File: src/rtl/vga_mode_pkg.sv
// Shared types and the constant VGA mode table for the mode sequencer.
// Quarter-frame lines are derived from v_start/v_end by make_mode().
package vga_mode_pkg;

    typedef logic [1:0]  mode_idx_t;
    typedef logic [11:0] line_t;

    typedef struct packed {
        line_t h_total;
        line_t h_sync;
        line_t h_start;
        line_t h_end;
        line_t v_total;
        line_t v_sync;
        line_t v_start;
        line_t v_end;
        line_t v_active_14;
        line_t v_active_24;
        line_t v_active_34;
    } vga_timing_t;

    typedef enum logic [1:0] {
        ST_BOOT,
        ST_RUN,
        ST_WAIT_EOF,
        ST_HOLD
    } state_t;

    typedef vga_timing_t [3:0] mode_table_t;

    function automatic vga_timing_t make_mode(
        input line_t ht, input line_t hs, input line_t hst, input line_t he,
        input line_t vt, input line_t vs, input line_t vst, input line_t ve
    );
        vga_timing_t t;
        line_t       act;
        act           = ve - vst;
        t.h_total     = ht;
        t.h_sync      = hs;
        t.h_start     = hst;
        t.h_end       = he;
        t.v_total     = vt;
        t.v_sync      = vs;
        t.v_start     = vst;
        t.v_end       = ve;
        t.v_active_14 = vst + (act >> 2);
        t.v_active_24 = vst + (act >> 1);
        t.v_active_34 = vst + (act >> 1) + (act >> 2);
        return t;
    endfunction

    function automatic mode_table_t build_table();
        mode_table_t tbl;
        tbl[0] = make_mode(12'd799,  12'd95,  12'd141, 12'd781,  12'd524,  12'd1, 12'd34, 12'd514);
        tbl[1] = make_mode(12'd1055, 12'd127, 12'd215, 12'd1015, 12'd627,  12'd3, 12'd26, 12'd626);
        tbl[2] = make_mode(12'd1343, 12'd135, 12'd293, 12'd1317, 12'd805,  12'd5, 12'd34, 12'd802);
        tbl[3] = make_mode(12'd1687, 12'd111, 12'd357, 12'd1637, 12'd1065, 12'd2, 12'd40, 12'd1064);
        return tbl;
    endfunction

    localparam mode_table_t MODE_TABLE = build_table();

endpackage

File: src/rtl/vga_mode_rom.sv
// Combinational mode-table lookup: mode index to full timing record.
module vga_mode_rom
    import vga_mode_pkg::*;
(
    input  mode_idx_t   sel,
    output vga_timing_t timing
);

    assign timing = MODE_TABLE[sel];

endmodule

File: src/rtl/vga_mode_sequencer.sv
// Drives the VGA generator timing bus and applies mode changes at frame end,
// holding the generator in reset while new timing settles.
// Optional frame_end watchdog: define MODE_SWITCH_TIMEOUT_EN.
module vga_mode_sequencer
    import vga_mode_pkg::*;
#(
    parameter int DEFAULT_MODE   = 0,
    parameter int HOLD_CYCLES    = 16,
    parameter int TIMEOUT_CYCLES = 4194304
) (
    input  logic        clk,
    input  logic        reset,
    input  logic        mode_req_valid,
    input  logic [1:0]  mode_req_sel,
    output logic        mode_req_ready,
    input  logic        frame_end,
    output logic        gen_reset_n,
    output logic [11:0] h_total,
    output logic [11:0] h_sync,
    output logic [11:0] h_start,
    output logic [11:0] h_end,
    output logic [11:0] v_total,
    output logic [11:0] v_sync,
    output logic [11:0] v_start,
    output logic [11:0] v_end,
    output logic [11:0] v_active_14,
    output logic [11:0] v_active_24,
    output logic [11:0] v_active_34,
    output logic [1:0]  mode_cur,
    output logic        mode_done,
    output logic        mode_timeout
);

    localparam int                HOLD_W    = $clog2(HOLD_CYCLES);
    localparam logic [HOLD_W-1:0] HOLD_LAST = HOLD_W'(HOLD_CYCLES - 1);
    localparam mode_idx_t         BOOT_MODE = mode_idx_t'(DEFAULT_MODE);

    if (HOLD_CYCLES < 2 || DEFAULT_MODE < 0 || DEFAULT_MODE > 3 ||
        TIMEOUT_CYCLES < 1 || TIMEOUT_CYCLES > (1 << 23)) begin : g_bad_params
        $error("vga_mode_sequencer: parameter out of range");
    end

    state_t            state_q, state_d;
    logic [HOLD_W-1:0] hold_cnt_q, hold_cnt_d;
    mode_idx_t         pend_sel_q, pend_sel_d;
    mode_idx_t         mode_cur_q, mode_cur_d;
    vga_timing_t       timing_q, timing_d;
    vga_timing_t       rom_timing;
    logic              gen_rst_n_q, gen_rst_n_d;
    logic              ready_q, ready_d;
    logic              done_q, done_d;
    logic              accept;
    logic              hold_last;
    logic              switch_now;

    assign accept    = mode_req_valid && ready_q;
    assign hold_last = (hold_cnt_q == HOLD_LAST);

    vga_mode_rom u_rom (
        .sel    (pend_sel_q),
        .timing (rom_timing)
    );

`ifdef MODE_SWITCH_TIMEOUT_EN
    localparam logic [22:0] TO_LAST = 23'(TIMEOUT_CYCLES - 1);

    logic [22:0] to_cnt_q, to_cnt_d;
    logic        timeout_q, timeout_d;
    logic        to_expired;

    assign to_expired = (to_cnt_q == TO_LAST);
    assign switch_now = frame_end || to_expired;

    // Counter is zero outside WAIT_EOF, so it restarts on every entry.
    always_comb begin
        to_cnt_d  = '0;
        timeout_d = 1'b0;
        if (state_q == ST_WAIT_EOF) begin
            to_cnt_d  = to_cnt_q + 1'b1;
            timeout_d = to_expired && !frame_end;
        end
    end

    always_ff @(posedge clk) begin
        if (reset) begin
            to_cnt_q  <= '0;
            timeout_q <= 1'b0;
        end else begin
            to_cnt_q  <= to_cnt_d;
            timeout_q <= timeout_d;
        end
    end

    assign mode_timeout = timeout_q;
`else
    assign switch_now   = frame_end;
    assign mode_timeout = 1'b0;
`endif

    // NOTE: sequential state uses non-blocking assignments so every flop
    // samples the pre-edge value regardless of process ordering.
    always_ff @(posedge clk) begin
        if (reset) state_q <= ST_BOOT;
        else       state_q <= state_d;
    end

    // NOTE: every combinational output gets a default first; a path that
    // leaves one unassigned would infer a latch.
    always_comb begin
        state_d = state_q;
        case (state_q)
            ST_BOOT:     if (hold_last) state_d = ST_RUN;
            ST_RUN:      if (accept && mode_req_sel != mode_cur_q) state_d = ST_WAIT_EOF;
            ST_WAIT_EOF: if (switch_now) state_d = ST_HOLD;
            ST_HOLD:     if (hold_last) state_d = ST_RUN;
            default:     state_d = ST_BOOT;
        endcase
    end

    always_comb begin
        hold_cnt_d  = '0;
        pend_sel_d  = pend_sel_q;
        mode_cur_d  = mode_cur_q;
        timing_d    = timing_q;
        gen_rst_n_d = gen_rst_n_q;
        done_d      = 1'b0;
        ready_d     = (state_d == ST_RUN);
        case (state_q)
            ST_BOOT, ST_HOLD: begin
                hold_cnt_d = hold_cnt_q + 1'b1;
                if (hold_last) begin
                    hold_cnt_d  = '0;
                    gen_rst_n_d = 1'b1;
                    done_d      = (state_q == ST_HOLD);
                end
            end
            ST_RUN: begin
                if (accept) begin
                    if (mode_req_sel == mode_cur_q) done_d     = 1'b1;
                    else                            pend_sel_d = mode_req_sel;
                end
            end
            ST_WAIT_EOF: begin
                // Timing bus only moves on the edge that drops gen_reset_n.
                if (switch_now) begin
                    timing_d    = rom_timing;
                    mode_cur_d  = pend_sel_q;
                    gen_rst_n_d = 1'b0;
                end
            end
            default: ;
        endcase
    end

    always_ff @(posedge clk) begin
        if (reset) begin
            hold_cnt_q  <= '0;
            pend_sel_q  <= BOOT_MODE;
            mode_cur_q  <= BOOT_MODE;
            timing_q    <= MODE_TABLE[BOOT_MODE];
            gen_rst_n_q <= 1'b0;
            ready_q     <= 1'b0;
            done_q      <= 1'b0;
        end else begin
            hold_cnt_q  <= hold_cnt_d;
            pend_sel_q  <= pend_sel_d;
            mode_cur_q  <= mode_cur_d;
            timing_q    <= timing_d;
            gen_rst_n_q <= gen_rst_n_d;
            ready_q     <= ready_d;
            done_q      <= done_d;
        end
    end

    assign mode_req_ready = ready_q;
    assign gen_reset_n    = gen_rst_n_q;
    assign mode_cur       = mode_cur_q;
    assign mode_done      = done_q;
    assign h_total        = timing_q.h_total;
    assign h_sync         = timing_q.h_sync;
    assign h_start        = timing_q.h_start;
    assign h_end          = timing_q.h_end;
    assign v_total        = timing_q.v_total;
    assign v_sync         = timing_q.v_sync;
    assign v_start        = timing_q.v_start;
    assign v_end          = timing_q.v_end;
    assign v_active_14    = timing_q.v_active_14;
    assign v_active_24    = timing_q.v_active_24;
    assign v_active_34    = timing_q.v_active_34;

endmodule

File: config.mk
export PLATFORM = sky130hd
export DESIGN_NAME = vga_mode_sequencer
export DESIGN_NICKNAME = d
export VERILOG_FILES = /design/src/rtl/vga_mode_pkg.sv /design/src/rtl/vga_mode_rom.sv /design/src/rtl/vga_mode_sequencer.sv
export SDC_FILE = /design/constraint.sdc
export NUM_CORES = 1
export LEC_CHECK = 0
export CAP_MARGIN = 20
export CELL_PAD_IN_SITES_DETAIL_PLACEMENT = 0
export CELL_PAD_IN_SITES_GLOBAL_PLACEMENT = 1
export CORE_MARGIN = 2
export CORE_UTILIZATION = 35
export CTS_BUF_LIST = sky130_fd_sc_hd__clkbuf_4
export DETAILED_ROUTE_END_ITERATION = 10
export PLACE_DENSITY_LB_ADDON = 0.1
export SYNTH_ARGS = -nofsm -noshare
export SYNTH_HDL_FRONTEND = slang
export SYNTH_HIERARCHICAL = 1
export SYNTH_SLANG_ARGS = --single-unit
File: constraint.sdc
create_clock -name clk -period 1.55 [get_ports clk]
set_input_delay 0.2325 -clock clk [delete_from_list [all_inputs] [get_ports clk]]
set_output_delay 0.2325 -clock clk [all_outputs]
set_load 0.02 [all_outputs]
==> reports/metrics.csv <==
metric;value;unit
Slew headroom;64.13;%
max cap viols;0;
H-tree levels;4;
global route overflow;0;
Synth top area share;46.08;%
drt first pass iters;4;
min Tclk post-route;1.544;ns
Root Buffer;clkbuf_4;
status;finished, final reports clean;
fin crit share;99.60;%
combinational power share;2.2;%
cell with the most instances after synthesis;nand2_1;
Iter 0 DRT Violations;214;
die height;138.2;um
power per cell area;850.0;nW/um2
Synth warnings;6;
Syn Std Cell Area;6300;um2
Net Sw Power;1.479;mW
top cells by area, synth;dfxtp_1 (46%), nand2_1 (16%), buf_4 (15%), a21oi_1 (7.6%), nand3b_1 (4.9%);
syn avg cell area;8.087;um2
DRC;0;
Least-Margin Pin Slew;0.5381;ns
Die Width;138.2;um
critical path type;reg2reg;
achievable frequency;0.6477;GHz
Post-synth top cells;nand2_1 (270), dfxtp_1 (145), buf_4 (123);
Clock Tree Buf Depth;2;
largest net degree at the start of global routing;75;
initial antenna violation count;1;
Arrival @ worst endpoint;1.98;ns
Final Slew Violations;0;
Routed Antenna Nets;0;
I/O Buffers;142;
CTS tree;built;
distinct cell type count after synthesis;29;
via count;4752;
hold buffers post-CTS;0;
RSZ-0062 raised after global routing;yes;
vias in the first global route;4435;
Gate Count Post-Synth;779;
area leader, netlist;dfxtp_1;
first-pass GRT wire length;23300;um
Leak;3.087;nW
nets@finish;875;
register share of total power;58.5;%
layout cells sized above 1;14.88;%
dpl cells;1060;
post-route insts no fill;1098;
P_int;4.910;mW
Req. time, crit path;1.99;ns
vias per cell;4.328;
Reg clk slew, reported paths;0.11;ns
Worst Hold Class;in2reg;
# setup viols final;0;
Placeable Area;17840;um2
Die ar.;19090;um2
setup ws final;0.006132;ns
VDD IR max;0.0003636;V
dpl hpwl;9345;um
Worst-Skew Late Latency;0.54;ns
Worst Setup End Kind;flop;
FP Rows;49;
I/O pin count;144;
Post-synth EDFFs;0;
clock share of power;39.3;%
final wirelength;14710;um
async set-reset flop share out of synthesis;0;%
CP startpoint kind;flop;
GP Congestion;0.7744;
final core utilization;42.13;%
CTS sink count;145;
critical-path maximum fanout;4;
Most used DFF post-synth;dfxtp_1;
Seq/Total Area, Yosys;46.08;%
Place WS;-0.04926;ns
Wirelength per Cell;13.40;um
starting density of the core;35.31;%
final hold violation count;0;
setup skew after layout;0.01805;ns
switching portion of total power;23.15;%
Syn-to-layout area delta;19.30;%
clock buffer count from CTS;17;
#FFs+latches synth;145;
Setup TNS;0;ns
Total GRT Usage;15.23;%
timing repair:
action,4_1_cts,5_1_grt
buffers inserted,1,0
pin swaps,2,1
setup endpoints to repair,138,166
gates cloned,0,3
gates resized for setup,157,182
critical path, stage by stage, from the launching register on:
cell and delay, ns:
dfxtp_2 0.34, buf_4 0.14, ha_2 0.19, and2_4 0.19, a2111oi_4 0.39, a2111oi_4 0.07
o21a_1 0.13
cell type report:
type	instances	area, um2
Inverter	10	40.04
Clock inverter	14	162.7
Multi-Input combinational cell	512	2499
Fill cell	1820	10320
Clock buffer	18	135.1
Sequential cell	145	2910
Antenna cell	2	5.005
Tap cell	229	286.5
Timing Repair Buffer	168	1478
power by group through the flow:
stage          sequential (mW)  combinational (mW)  clock, mW
2_1_floorplan             3.82               0.194          0
3_3_place_gp              3.82               0.135          0
3_5_place_dp              3.82               0.137          0
4_1_cts                   3.74               0.138       2.64
5_1_grt                   3.74               0.158       2.82
6_report                  3.74               0.139       2.51
cell usage in the layout (no fill, tap or decap), types with 2 or more instances in the layout:
master           count
nand2_1            269
dfxtp_1            141
a21oi_1             95
clkdlybuf4s15_1     68
conb_1              56
clkbuf_2            56
nand3b_1            41
clkbuf_4            18
buf_4               15
ha_1                13
inv_1                9
dlygate4sd2_1        9
nor2_1               6
buf_12               5
nor3_1               4
clkinvlp_4           4
clkdlybuf4s50_1      4
xnor2_1              3
nand3_1              3
clkinv_1             3
bufinv_16            3
inv_6                3
clkbuf_16            3
dfxtp_2              3
diode_2              2
nand2b_1             2
a2111oi_4            2
mux2i_1              2
o21a_1               2
clkdlybuf4s15_2      2
buf_2                2
buf_16               2
buf_6                2
layer usage:
metal  part of all wire, %  up-vias  GRT usage [%]
li1                      -     2454              -
met1                    45     2176          18.18
met2                    47      108          24.86
met3                   7.0       14          6.754
met4                   1.2        0          4.511
met5                     0        -              0
per-stage QoR:
step,cell area [um2],hold WS (ns),power [mW]
floorplan,6519,0.3084,4.012
global placement,7382,0.4316,3.954
detailed placement,7382,0.4364,3.956
CTS,7548,0.1107,6.515
global route,7516,0.1228,6.713
finish,7516,0.1543,6.389
path summary, 6_finish.rpt:
| check | startpoint | endpoint | slack [ns] | cells past startpoint |
|---|---|---|---|---|
| max reg2reg | state_q[1] | mode_req_ready | 0.006 | 6 |
| max | state_q[1] | mode_req_ready | 0.006 | 6 |
| min | reset | pend_sel_q[1] | 0.15 | 2 |
| min reg2reg | hold_cnt_q[0] | hold_cnt_q[0] | 0.45 | 1 |
cell families (layout without fill, tap and decap cells):
kind of cell	after synthesis	after routing	synth area share, %
flip-flops	145	145	46.08
buffers and inverters	175	210	18.13
AND/OR/NAND/NOR	333	333	22.84
XOR/XNOR	4	4	0.5562
AO/OA/AOI/OAI	102	102	8.917
multiplexers	2	2	0.3178
adder cells (fa/ha/maj)	15	15	2.979
other	3	58	0.1787
registers in the layout (all words and copies together), names as in the netlist:
register and flops:
h_end 12, h_start 12, h_sync 12, h_total 12
v_active_14 12, v_active_24 12, v_active_34 12, v_end 12
v_start 12, v_sync 12, v_total 12, hold_cnt_q 4
mode_cur 2, pend_sel_q 2, state_q 2, gen_reset_n 1
mode_done 1, mode_req_ready 1
Note: power is estimated with default switching activity, not from simulation.
